$ cat config.mk
export PLATFORM = sky130hd
export DESIGN_NAME = zion_basic_circuit_lib_mask_rmw
export DESIGN_NICKNAME = d
export VERILOG_FILES = /design/src/rtl/zion_mask_rmw_pkg.sv /design/src/rtl/zion_basic_circuit_lib_field_mask_dec.sv /design/src/rtl/zion_basic_circuit_lib_mask_rmw.sv
export SDC_FILE = /design/constraint.sdc
export NUM_CORES = 1
export LEC_CHECK = 0
export CAP_MARGIN = 40
export CORE_MARGIN = 1.5
export CORE_UTILIZATION = 36
export DETAILED_ROUTE_END_ITERATION = 12
export PLACE_DENSITY = 0.78
export SLEW_MARGIN = 20
export SYNTH_ARGS = -nofsm -noshare
export SYNTH_HDL_FRONTEND = slang
export SYNTH_HIERARCHICAL = 1
export SYNTH_SLANG_ARGS = --single-unit
$ cat constraint.sdc
create_clock -name clk -period 1.4 [get_ports clk]
set_input_delay 0.28 -clock clk [delete_from_list [all_inputs] [get_ports clk]]
set_output_delay 0.28 -clock clk [all_outputs]
set_load 0.005 [all_outputs]
$ cat src/rtl/zion_mask_rmw_pkg.sv
// -----------------------------------------------------------------------------
// zion_mask_rmw_pkg
// Shared types and helpers for the field-granular read-modify-write controller.
//   state_e     : controller FSM states (IDLE, RD, WAIT, WR)
//   MASK_MAX_W  : widest word the field_mask helper can describe
//   field_mask  : returns a mask with ones on field `idx` of a word made of
//                 width_dat/width_bit fields; all zero when idx is out of range
// -----------------------------------------------------------------------------
package zion_mask_rmw_pkg;

  typedef enum logic [1:0] {
    ST_IDLE = 2'd0,
    ST_RD   = 2'd1,
    ST_WAIT = 2'd2,
    ST_WR   = 2'd3
  } state_e;

  localparam int unsigned MASK_MAX_W = 32'd256;

  function automatic logic [MASK_MAX_W-1:0] field_mask(
    input int unsigned idx,
    input int unsigned width_dat,
    input int unsigned width_bit
  );
    logic [MASK_MAX_W-1:0] mask;
    mask = '0;
    // An index past the last field selects nothing, so the merge keeps the old word.
    if ((width_bit != 32'd0) && (idx < (width_dat / width_bit))) begin
      for (int unsigned b = 32'd0; b < MASK_MAX_W; b++) begin
        if ((b < width_dat) && ((b / width_bit) == idx)) begin
          mask[b] = 1'b1;
        end else begin
          mask[b] = 1'b0;
        end
      end
    end else begin
      mask = '0;
    end
    return mask;
  endfunction

endpackage

$ cat src/rtl/zion_basic_circuit_lib_field_mask_dec.sv
// -----------------------------------------------------------------------------
// zion_basic_circuit_lib_field_mask_dec
// Combinational field-index to field-mask decoder.
// Ports:
//   idx_i  [WIDTH_IDX-1:0] : field index
//   mask_o [WIDTH_DAT-1:0] : ones on bits [idx*WIDTH_BIT +: WIDTH_BIT],
//                            all zero when idx >= WIDTH_DAT/WIDTH_BIT
// -----------------------------------------------------------------------------
module zion_basic_circuit_lib_field_mask_dec #(
  parameter int unsigned WIDTH_DAT = 32'd32,
  parameter int unsigned WIDTH_BIT = 32'd8,
  parameter int unsigned WIDTH_IDX = 32'd2
) (
  input  logic [WIDTH_IDX-1:0] idx_i,
  output logic [WIDTH_DAT-1:0] mask_o
);
  import zion_mask_rmw_pkg::*;

  logic [MASK_MAX_W-1:0] mask_full_s;

  // Decode the index into a maximum-width mask via the shared helper.
  always_comb begin
    mask_full_s = field_mask(32'(idx_i), WIDTH_DAT, WIDTH_BIT);
  end

  assign mask_o = mask_full_s[WIDTH_DAT-1:0];

  generate
    if (WIDTH_DAT > MASK_MAX_W) begin : g_chk_width
      $error("field_mask_dec: WIDTH_DAT exceeds MASK_MAX_W");
    end
    if (WIDTH_DAT < MASK_MAX_W) begin : g_hi_bits
      // Bits above WIDTH_DAT are zero by construction and intentionally dropped.
      logic unused_hi_s;
      assign unused_hi_s = ^mask_full_s[MASK_MAX_W-1:WIDTH_DAT];
    end
  endgenerate

endmodule

$ cat src/rtl/zion_basic_circuit_lib_mask_rmw.sv
// -----------------------------------------------------------------------------
// zion_basic_circuit_lib_mask_rmw
// Read-modify-write controller: writes one WIDTH_BIT field into a WIDTH_DAT
// word of a single-port synchronous RAM without bit-write enables.
// Ports:
//   clk, rst_n           : clock, asynchronous active-low reset
//   iReqVld / oReqRdy    : request handshake (transfer when both high)
//   iReqAddr/Idx/Dat     : word address, field index, new field value
//   oRamEn/Wen/Addr/WDat : RAM command; oRamWDat is combinational from iRamRDat
//   iRamRDat             : RAM read data, valid RD_LAT cycles after a read
//   oDone                : one-cycle pulse on the write-back cycle
//   oBusy                : high whenever the FSM is not IDLE
// Optional feature macro ZION_MASK_RMW_FULL_WORD_EN adds iReqFull / iReqWord:
// a full-word request skips the read and writes iReqWord directly.
// -----------------------------------------------------------------------------
module zion_basic_circuit_lib_mask_rmw #(
  parameter int unsigned WIDTH_ADDR = 32'd8,
  parameter int unsigned WIDTH_DAT  = 32'd32,
  parameter int unsigned WIDTH_BIT  = 32'd8,
  parameter int unsigned WIDTH_IDX  = 32'd2,
  parameter int unsigned RD_LAT     = 32'd1
) (
  input  logic                  clk,
  input  logic                  rst_n,
  input  logic                  iReqVld,
  output logic                  oReqRdy,
  input  logic [WIDTH_ADDR-1:0] iReqAddr,
  input  logic [WIDTH_IDX-1:0]  iReqIdx,
  input  logic [WIDTH_BIT-1:0]  iReqDat,
`ifdef ZION_MASK_RMW_FULL_WORD_EN
  input  logic                  iReqFull,
  input  logic [WIDTH_DAT-1:0]  iReqWord,
`endif
  output logic                  oRamEn,
  output logic                  oRamWen,
  output logic [WIDTH_ADDR-1:0] oRamAddr,
  output logic [WIDTH_DAT-1:0]  oRamWDat,
  input  logic [WIDTH_DAT-1:0]  iRamRDat,
  output logic                  oDone,
  output logic                  oBusy
);
  import zion_mask_rmw_pkg::*;

  localparam int unsigned N_FIELD = WIDTH_DAT / WIDTH_BIT;

  generate
    if ((WIDTH_DAT % WIDTH_BIT) != 32'd0) begin : g_chk_div
      $error("mask_rmw: WIDTH_DAT must be a multiple of WIDTH_BIT");
    end
    if ((RD_LAT < 32'd1) || (RD_LAT > 32'd4)) begin : g_chk_lat
      $error("mask_rmw: RD_LAT must be within 1..4");
    end
    if (WIDTH_IDX < $clog2(N_FIELD)) begin : g_chk_idx
      $error("mask_rmw: WIDTH_IDX too narrow for the field count");
    end
  endgenerate

  state_e                state_q, state_d;
  logic [1:0]            cnt_q, cnt_d;
  logic [WIDTH_ADDR-1:0] addr_q, addr_d;
  logic [WIDTH_IDX-1:0]  idx_q, idx_d;
  logic [WIDTH_BIT-1:0]  dat_q, dat_d;
  logic                  rdy_q, rdy_d;
  logic                  ram_en_q, ram_en_d;
  logic                  ram_wen_q, ram_wen_d;
  logic                  done_q, done_d;
  logic                  busy_q, busy_d;
  logic                  xfer_s;
  logic                  full_req_s;
  logic                  full_sel_s;
  logic [WIDTH_DAT-1:0]  mask_s;
  logic [WIDTH_DAT-1:0]  merge_s;
  logic [WIDTH_DAT-1:0]  wr_word_s;

  assign xfer_s = iReqVld && rdy_q;

`ifdef ZION_MASK_RMW_FULL_WORD_EN
  logic                  full_q, full_d;
  logic [WIDTH_DAT-1:0]  word_q, word_d;

  // Capture the full-word request fields on transfer.
  always_comb begin
    if (xfer_s) begin
      full_d = iReqFull;
      word_d = iReqWord;
    end else begin
      full_d = full_q;
      word_d = word_q;
    end
  end

  // Full-word request registers.
  always_ff @(posedge clk or negedge rst_n) begin
    if (!rst_n) begin
      full_q <= 1'b0;
      word_q <= '0;
    end else begin
      full_q <= full_d;
      word_q <= word_d;
    end
  end

  assign full_req_s = iReqFull;
  assign full_sel_s = full_q;
  assign wr_word_s  = full_q ? word_q : merge_s;
`else
  assign full_req_s = 1'b0;
  assign full_sel_s = 1'b0;
  assign wr_word_s  = merge_s;
`endif

  zion_basic_circuit_lib_field_mask_dec #(
    .WIDTH_DAT (WIDTH_DAT),
    .WIDTH_BIT (WIDTH_BIT),
    .WIDTH_IDX (WIDTH_IDX)
  ) u_mask_dec (
    .idx_i  (idx_q),
    .mask_o (mask_s)
  );

  // Keep old bits outside the field, take the replicated new value inside it.
  assign merge_s = (iRamRDat & ~mask_s) | ({N_FIELD{dat_q}} & mask_s);

  // Capture the field request on transfer.
  always_comb begin
    if (xfer_s) begin
      addr_d = iReqAddr;
      idx_d  = iReqIdx;
      dat_d  = iReqDat;
    end else begin
      addr_d = addr_q;
      idx_d  = idx_q;
      dat_d  = dat_q;
    end
  end

  // Next-state and WAIT down-counter.
  always_comb begin
    state_d = state_q;
    cnt_d   = cnt_q;
    case (state_q)
      ST_IDLE: begin
        if (xfer_s) begin
          state_d = full_req_s ? ST_WR : ST_RD;
        end else begin
          state_d = ST_IDLE;
        end
      end
      ST_RD: begin
        if (RD_LAT > 32'd1) begin
          state_d = ST_WAIT;
          cnt_d   = 2'(RD_LAT - 32'd2);
        end else begin
          state_d = ST_WR;
        end
      end
      ST_WAIT: begin
        if (cnt_q == 2'd0) begin
          state_d = ST_WR;
        end else begin
          cnt_d = cnt_q - 2'd1;
        end
      end
      ST_WR: begin
        state_d = ST_IDLE;
      end
      default: begin
        state_d = ST_IDLE;
        cnt_d   = 2'd0;
      end
    endcase
  end

  // Output decode from the next state so the control outputs come straight from flops.
  always_comb begin
    rdy_d     = (state_d == ST_IDLE);
    ram_en_d  = (state_d == ST_RD) || (state_d == ST_WR);
    ram_wen_d = (state_d == ST_WR);
    done_d    = (state_d == ST_WR);
    busy_d    = (state_d != ST_IDLE);
  end

  // State, request and output registers.
  always_ff @(posedge clk or negedge rst_n) begin
    if (!rst_n) begin
      state_q   <= ST_IDLE;
      cnt_q     <= 2'd0;
      addr_q    <= '0;
      idx_q     <= '0;
      dat_q     <= '0;
      rdy_q     <= 1'b0;
      ram_en_q  <= 1'b0;
      ram_wen_q <= 1'b0;
      done_q    <= 1'b0;
      busy_q    <= 1'b0;
    end else begin
      state_q   <= state_d;
      cnt_q     <= cnt_d;
      addr_q    <= addr_d;
      idx_q     <= idx_d;
      dat_q     <= dat_d;
      rdy_q     <= rdy_d;
      ram_en_q  <= ram_en_d;
      ram_wen_q <= ram_wen_d;
      done_q    <= done_d;
      busy_q    <= busy_d;
    end
  end

  // Write data is only driven in the write-back cycle; zero otherwise (and in reset).
  always_comb begin
    if (state_q == ST_WR) begin
      oRamWDat = wr_word_s;
    end else begin
      oRamWDat = '0;
    end
  end

  assign oReqRdy  = rdy_q;
  assign oRamEn   = ram_en_q;
  assign oRamWen  = ram_wen_q;
  assign oRamAddr = addr_q;
  assign oDone    = done_q;
  assign oBusy    = busy_q;

  // Full-word select only matters in the optional build.
  logic unused_full_s;
  assign unused_full_s = full_sel_s;

endmodule

# ---- After elaboration in Yosys (flattened, before gate mapping)
# Cells that the tools add are included.
dict set report totals {
  in_bits 53
  out_inout_bits 45
  elab_cells 39
  register_bits 26
}
dict set report op_classes {
  muxes 8
  n_eq_ne 8
  addsub 1
  reduce_logical 8
  bitwise_logic 5
}
# cell n
set ops {}
lappend ops {{AND 32 bit} 2}
lappend ops {{two-way mux 32 bit} 1}
lappend ops {{inverter 32 bit} 1}
lappend ops {{bitwise OR 32 bit} 1}
lappend ops {{logical NOT 2 bit} 4}
lappend ops {{one-hot mux 2 bit (4 select lines)} 1}
lappend ops {{== test 2 bit, second input constant} 3}
lappend ops {{two-way mux 1 bit} 5}
lappend ops {{== test 2 x 1 -> 1 bit, second input constant} 2}
lappend ops {{== test 2 bit, first input constant} 2}
lappend ops {{== test 1 x 2 -> 1 bit, first input constant} 1}
lappend ops {{two-way mux 2 bit} 1}
lappend ops {{AND reduction 2 bit} 1}
lappend ops {{nonzero test 2 bit} 1}
lappend ops {{subtractor 2 x 1 -> 2 bit, second input constant} 1}
lappend ops {{logical AND 1 bit} 1}
lappend ops {{logical OR 1 bit} 1}
lappend ops {{inverter 1 bit} 1}

# ---- Depth between registers and ports, before layout
dict set report depth {
  depth_word 6
  mapped_depth 4
  ltp_nobuf 4
}

# ---- Cells and area by module
# Netlist, hierarchy kept.
# mod area_each_um2 cells_each n_inst
set modules_own_cells {}
lappend modules_own_cells {zion_basic_circuit_lib_mask_rmw 1604.0 135 1}
lappend modules_own_cells {zion_basic_circuit_lib_field_mask_dec 236.5 32 1}

# ---- Worst setup path after synthesis
# OpenSTA, ideal clock, no wires.
dict set report synth_path {
  path_kind {register to output}
  start {reg idx_q[1]}
  end {out oRamWDat[10]}
  n_path_buf 1
  path_stages_with_launch 5
  t_arrival_ps 1154
  slack_ps -34
  path_cell_list {dfrtp_1 nor2b_1 buf_4 mux2i_1 nor2b_1}
}
dict set report synth_between {
  elab_chain_cells 6
}
# element line
set synth_rtl {}
lappend synth_rtl {{start, declared} zion_basic_circuit_lib_mask_rmw.sv:61} ;# logic [WIDTH_IDX-1:0] idx_q, idx_d;
lappend synth_rtl {{start signal, assigned} zion_basic_circuit_lib_mask_rmw.sv:200} ;# idx_q <= idx_d;
lappend synth_rtl {{== test 1 x 2 -> 1 bit (*)} n/a}
lappend synth_rtl {{two-way mux 1 bit (*)} n/a}
lappend synth_rtl {{via mask_s[8]} zion_basic_circuit_lib_mask_rmw.sv:71} ;# logic [WIDTH_DAT-1:0] mask_s;
lappend synth_rtl {{inverter 32 bit} zion_basic_circuit_lib_mask_rmw.sv:122} ;# assign merge_s = (iRamRDat & ~mask_s) | ({N_FIELD{dat_q}} & mask_s);
lappend synth_rtl {{AND 32 bit} zion_basic_circuit_lib_mask_rmw.sv:122}
lappend synth_rtl {{bitwise OR 32 bit (*)} zion_basic_circuit_lib_mask_rmw.sv:122}
lappend synth_rtl {{two-way mux 32 bit (*)} zion_basic_circuit_lib_mask_rmw.sv:212} ;# if (state_q == ST_WR) begin
lappend synth_rtl {{end, declared} zion_basic_circuit_lib_mask_rmw.sv:37} ;# output logic [WIDTH_DAT-1:0] oRamWDat,
# The timed path passes the listed nets; every way through them passes the cells marked *.

# ---- Final worst setup path
dict set report layout_path {
  start {reg idx_q[0]}
  end {out oRamWDat[19]}
}
dict set report layout_between {
  elab_chain_cells 6
}
# element line
set layout_rtl {}
lappend layout_rtl {{== test 2 bit (*)} n/a}
lappend layout_rtl {{two-way mux 1 bit (*)} n/a}
lappend layout_rtl {{via mask_s[16]} zion_basic_circuit_lib_mask_rmw.sv:71}
lappend layout_rtl {{inverter 32 bit} zion_basic_circuit_lib_mask_rmw.sv:122}
lappend layout_rtl {{AND 32 bit} zion_basic_circuit_lib_mask_rmw.sv:122}
lappend layout_rtl {{bitwise OR 32 bit (*)} zion_basic_circuit_lib_mask_rmw.sv:122}
lappend layout_rtl {{two-way mux 32 bit (*)} zion_basic_circuit_lib_mask_rmw.sv:212}
# Marked as above.

==> impl_results.md <==
* Result of the run: finished, violations left
* Failing checks: negative setup slack
* Clock latency on the worst-skew pair at 0.28 ns
* Setup Skew at 0.00626 ns
* Global-route wire length before repair at 7640 um
* Instance count after placement with tap cells included at 313
* Mean instance size in the synthesized netlist at 11.0 um^2
* Startpoint Class: flip-flop
* Antenna diode instance count at 0
* Number of hold buffers added after cts at 0
* Post-Synthesis Net Count at 225
* Core ar. at 4820 um^2
* CTS tree: yes
* Mapped Cells at 167
* Length of the first detailed-routing pass in iterations at 4
* Number of buffers on the longest clock path at 2
* Max-cap check violation count at 0
* Clock period minus worst slack at 1.92 ns
* Dpl hpwl at 3470 um
* Sink count of the clock tree at 25
* Cts bufs inserted at 3
* CP Data Arrival Time at 1.64 ns
* Proportion of layout cells with a drive suffix above 1 at 40.1%
* Type of the setup path with the least slack: flip-flop to output pin
* Max frequency at 521 MHz
* Top flip-flop cell by instance count after synthesis: dfrtp_1
* Initial antenna violation count at 0
* Number of flops mapped to enable cells by yosys at 0
* H-tree depth at 1
* Library cell contributing the largest single delay on the critical path: dfrtp_1
* Register bit total from synthesis at 25
* Share of flip-flops with an asynchronous set or reset after synthesis at 100%
* Type of destination of the critical path: output pin
* GR Util All Layers at 18.6%
* I/O pin total at 98
* Clock Tree Root: clkbuf_8
* Part of the cycle the worst path needs at 137%
* Fraction of the yosys area taken by sequential cells at 34.0%
* Final Core Density at 62.8%
* CP top delay family: simple AND/OR/NAND/NOR gates
* Count of final hold-check violations at 0
* Layout-stage area growth over the synthesis result at 64.3%
* Vertical extent of the die at 74.5 um
* Class of the tightest hold or removal check: input port to async pin
* Unrepaired setup endpoints after global routing: yes
* Required time at the worst-slack endpoint at 1.12 ns
* Aggregate routed wire length at 5050 um
* Maximum number of pins on one net before global-route repair at 26
* Total power consumption of the routed design at 5.99 mW
* Stage delay of the slowest cell on the critical path at 0.40 ns
* Initial DRC count at 29
* Initial core utilization at 38.2%
* Drc violations at 0
* Maximum fanout along the worst path at 7
* Final routed wire length divided by cell count at 14.7 um
* Die area at 5550 um^2
* Remaining max-slew budget at the tightest pin at 78.5%
* Via count of the routed design at 1526
* Number of rows in the core area at 25
* Worst Max-Slew Pin Slew at 0.323 ns
* Total buffers and inverters traversed by the critical path at 3
* Netlist area before placement at 1840 um^2
* Net total in the final layout at 336
* Final cell count without fillers at 344
* Total leakage power at 1.42 nW
* Global placer's final weighted congestion at 0.763
* Die span in x at 74.5 um
* CTS clock-pin slew for the worst setup and hold paths at 0.09 ns
* I/O Buffers at 97
* Count of warnings emitted by yosys at 6
* Worst vdd ir at 948 uV
* Grt total ovfl at 0
* Final antenna-violating net count at 0
* Cell type with the highest occurrence count on the critical path: buf_6
* Power density of the placed cells at 1980 nW/um^2
* Vias in the first global route at 1523
* Per-cell via count in the routed design at 4.44
* PnR worst setup slack at -0.519 ns
* Number of different library cells in the post-synthesis netlist at 24
* Setup Viol. Count Final at 32
* Max-slew violation count at 0
* Crit path cell chain: buf_6 > and2b_4 > buf_6 > mux2i_1 > nor2b_1 > buf_2
[cell type report]
cell class | instances | area, um^2
fill | 427 | 1790
clock inverter | 1 | 5.00
timing repair buffer | 140 | 1240
inverter | 5 | 21.3
tap | 67 | 83.8
clock buffer | 3 | 41.3
sequential | 25 | 626
multi-input combinational | 103 | 1010
[cell usage after synthesis (2+ instances only)]
master | count | area [um^2]
buf_4 | 29 | 218
clkbuf_1 | 3 | 11.3
dfrtp_1 | 25 | 626
ha_1 | 5 | 62.6
inv_1 | 5 | 18.8
mux2_2 | 8 | 90.1
mux2_4 | 10 | 150
mux2i_1 | 33 | 330
nor2_1 | 2 | 7.51
nor2b_1 | 33 | 206
[power breakdown]
group | total (mW) | switching (mW) | internal [mW]
sequential | 1.35 | 0.290 | 1.06
combinational | 4.20 | 1.58 | 2.62
clock | 0.440 | 0.240 | 0.200
[worst reg2reg max path: cells and delay by family (launching register included)]
| family | cells | cell delay, ns |
|---|---|---|
| DFF | 1 | 0.35 |
| buffers and inverters | 4 | 0.35 |
| AOI/OAI and AO/OA | 1 | 0.25 |
| adders and majority gates | 1 | 0.28 |
[flip-flops by register name, indices dropped and copies added (netlist names)]
name      flops
dat_q         8
idx_q         2
cnt_q         2
oReqRdy       1
oRamAddr      8
oBusy         1
oDone         1
state_q       2
[kinds of logic after synthesis]
group / count (synthesis) / share of synthesized area, %
mux: 51 / 31.0
simple gates: 41 / 13.8
buf+inv: 39 / 15.2
flops: 25 / 34.0
compound gates: 5 / 2.18
fa+ha+maj: 5 / 3.40
xor+xnor: 1 / 0.476
[final timing paths]
check	start	end	slack (ns)	cells after the start
worst min register to register	cnt_q[0]$_DFFE_PN0P_	cnt_q[0]$_DFFE_PN0P_	0.49	1
max in group asynchronous	rst_n	dat_q[1]$_DFFE_PN0P_	0.80	2
min in group clk	cnt_q[0]$_DFFE_PN0P_	cnt_q[0]$_DFFE_PN0P_	0.49	1
worst max-delay path	idx_q[0]$_DFFE_PN0P_	oRamWDat[19]	-0.52	6
worst max register to register	state_q[0]$_DFF_PN0_	oReqRdy$_DFF_PN0_	0.06	6
worst min-delay path	rst_n	oRamAddr[3]$_DFFE_PN0P_	0.36	2
[per-layer routing]
layer  GRT usage (%)  wire length [um]  up-vias
met5               0                 0        -
met4            5.66                70        0
met3            5.96               380        6
met2            31.9              2510       57
met1            22.3              2090      709
li1                -                 -      754
[layout by cell type, fill, tap and decap left out, types with 8 or more instances in the layout]
cell type / instances
mux2i_1: 32
buf_4: 16
buf_6: 24
nor2b_1: 32
mux2_4: 10
dlygate4sd2_1: 12
buf_2: 29
mux2_2: 8
dfrtp_1: 25
clkdlybuf4s50_1: 52
[stage by stage]
step	TNS (ns)	setup WS (ns)	hold slack, ns	area, um^2
finish	-12.50	-0.519	0.358	3020
global route	-15.19	-0.618	0.384	3020
CTS	-12.46	-0.530	0.368	2990
detailed placement	-17.85	-0.575	0.474	2790
global placement	-17.34	-0.563	0.464	2790
floorplan	0	0.0831	-0.0156	1850
[repair_timing]
| action | 4_1_cts | 5_1_grt |
|---|---|---|
| buffers inserted | 25 | 2 |
| cloned | 0 | 0 |
| gates resized for setup | 169 | 12 |
| endpoints found under the setup margin | 46 | 35 |
| pin swaps | 3 | 3 |
Note: power is estimated with default switching activity, not from simulation.
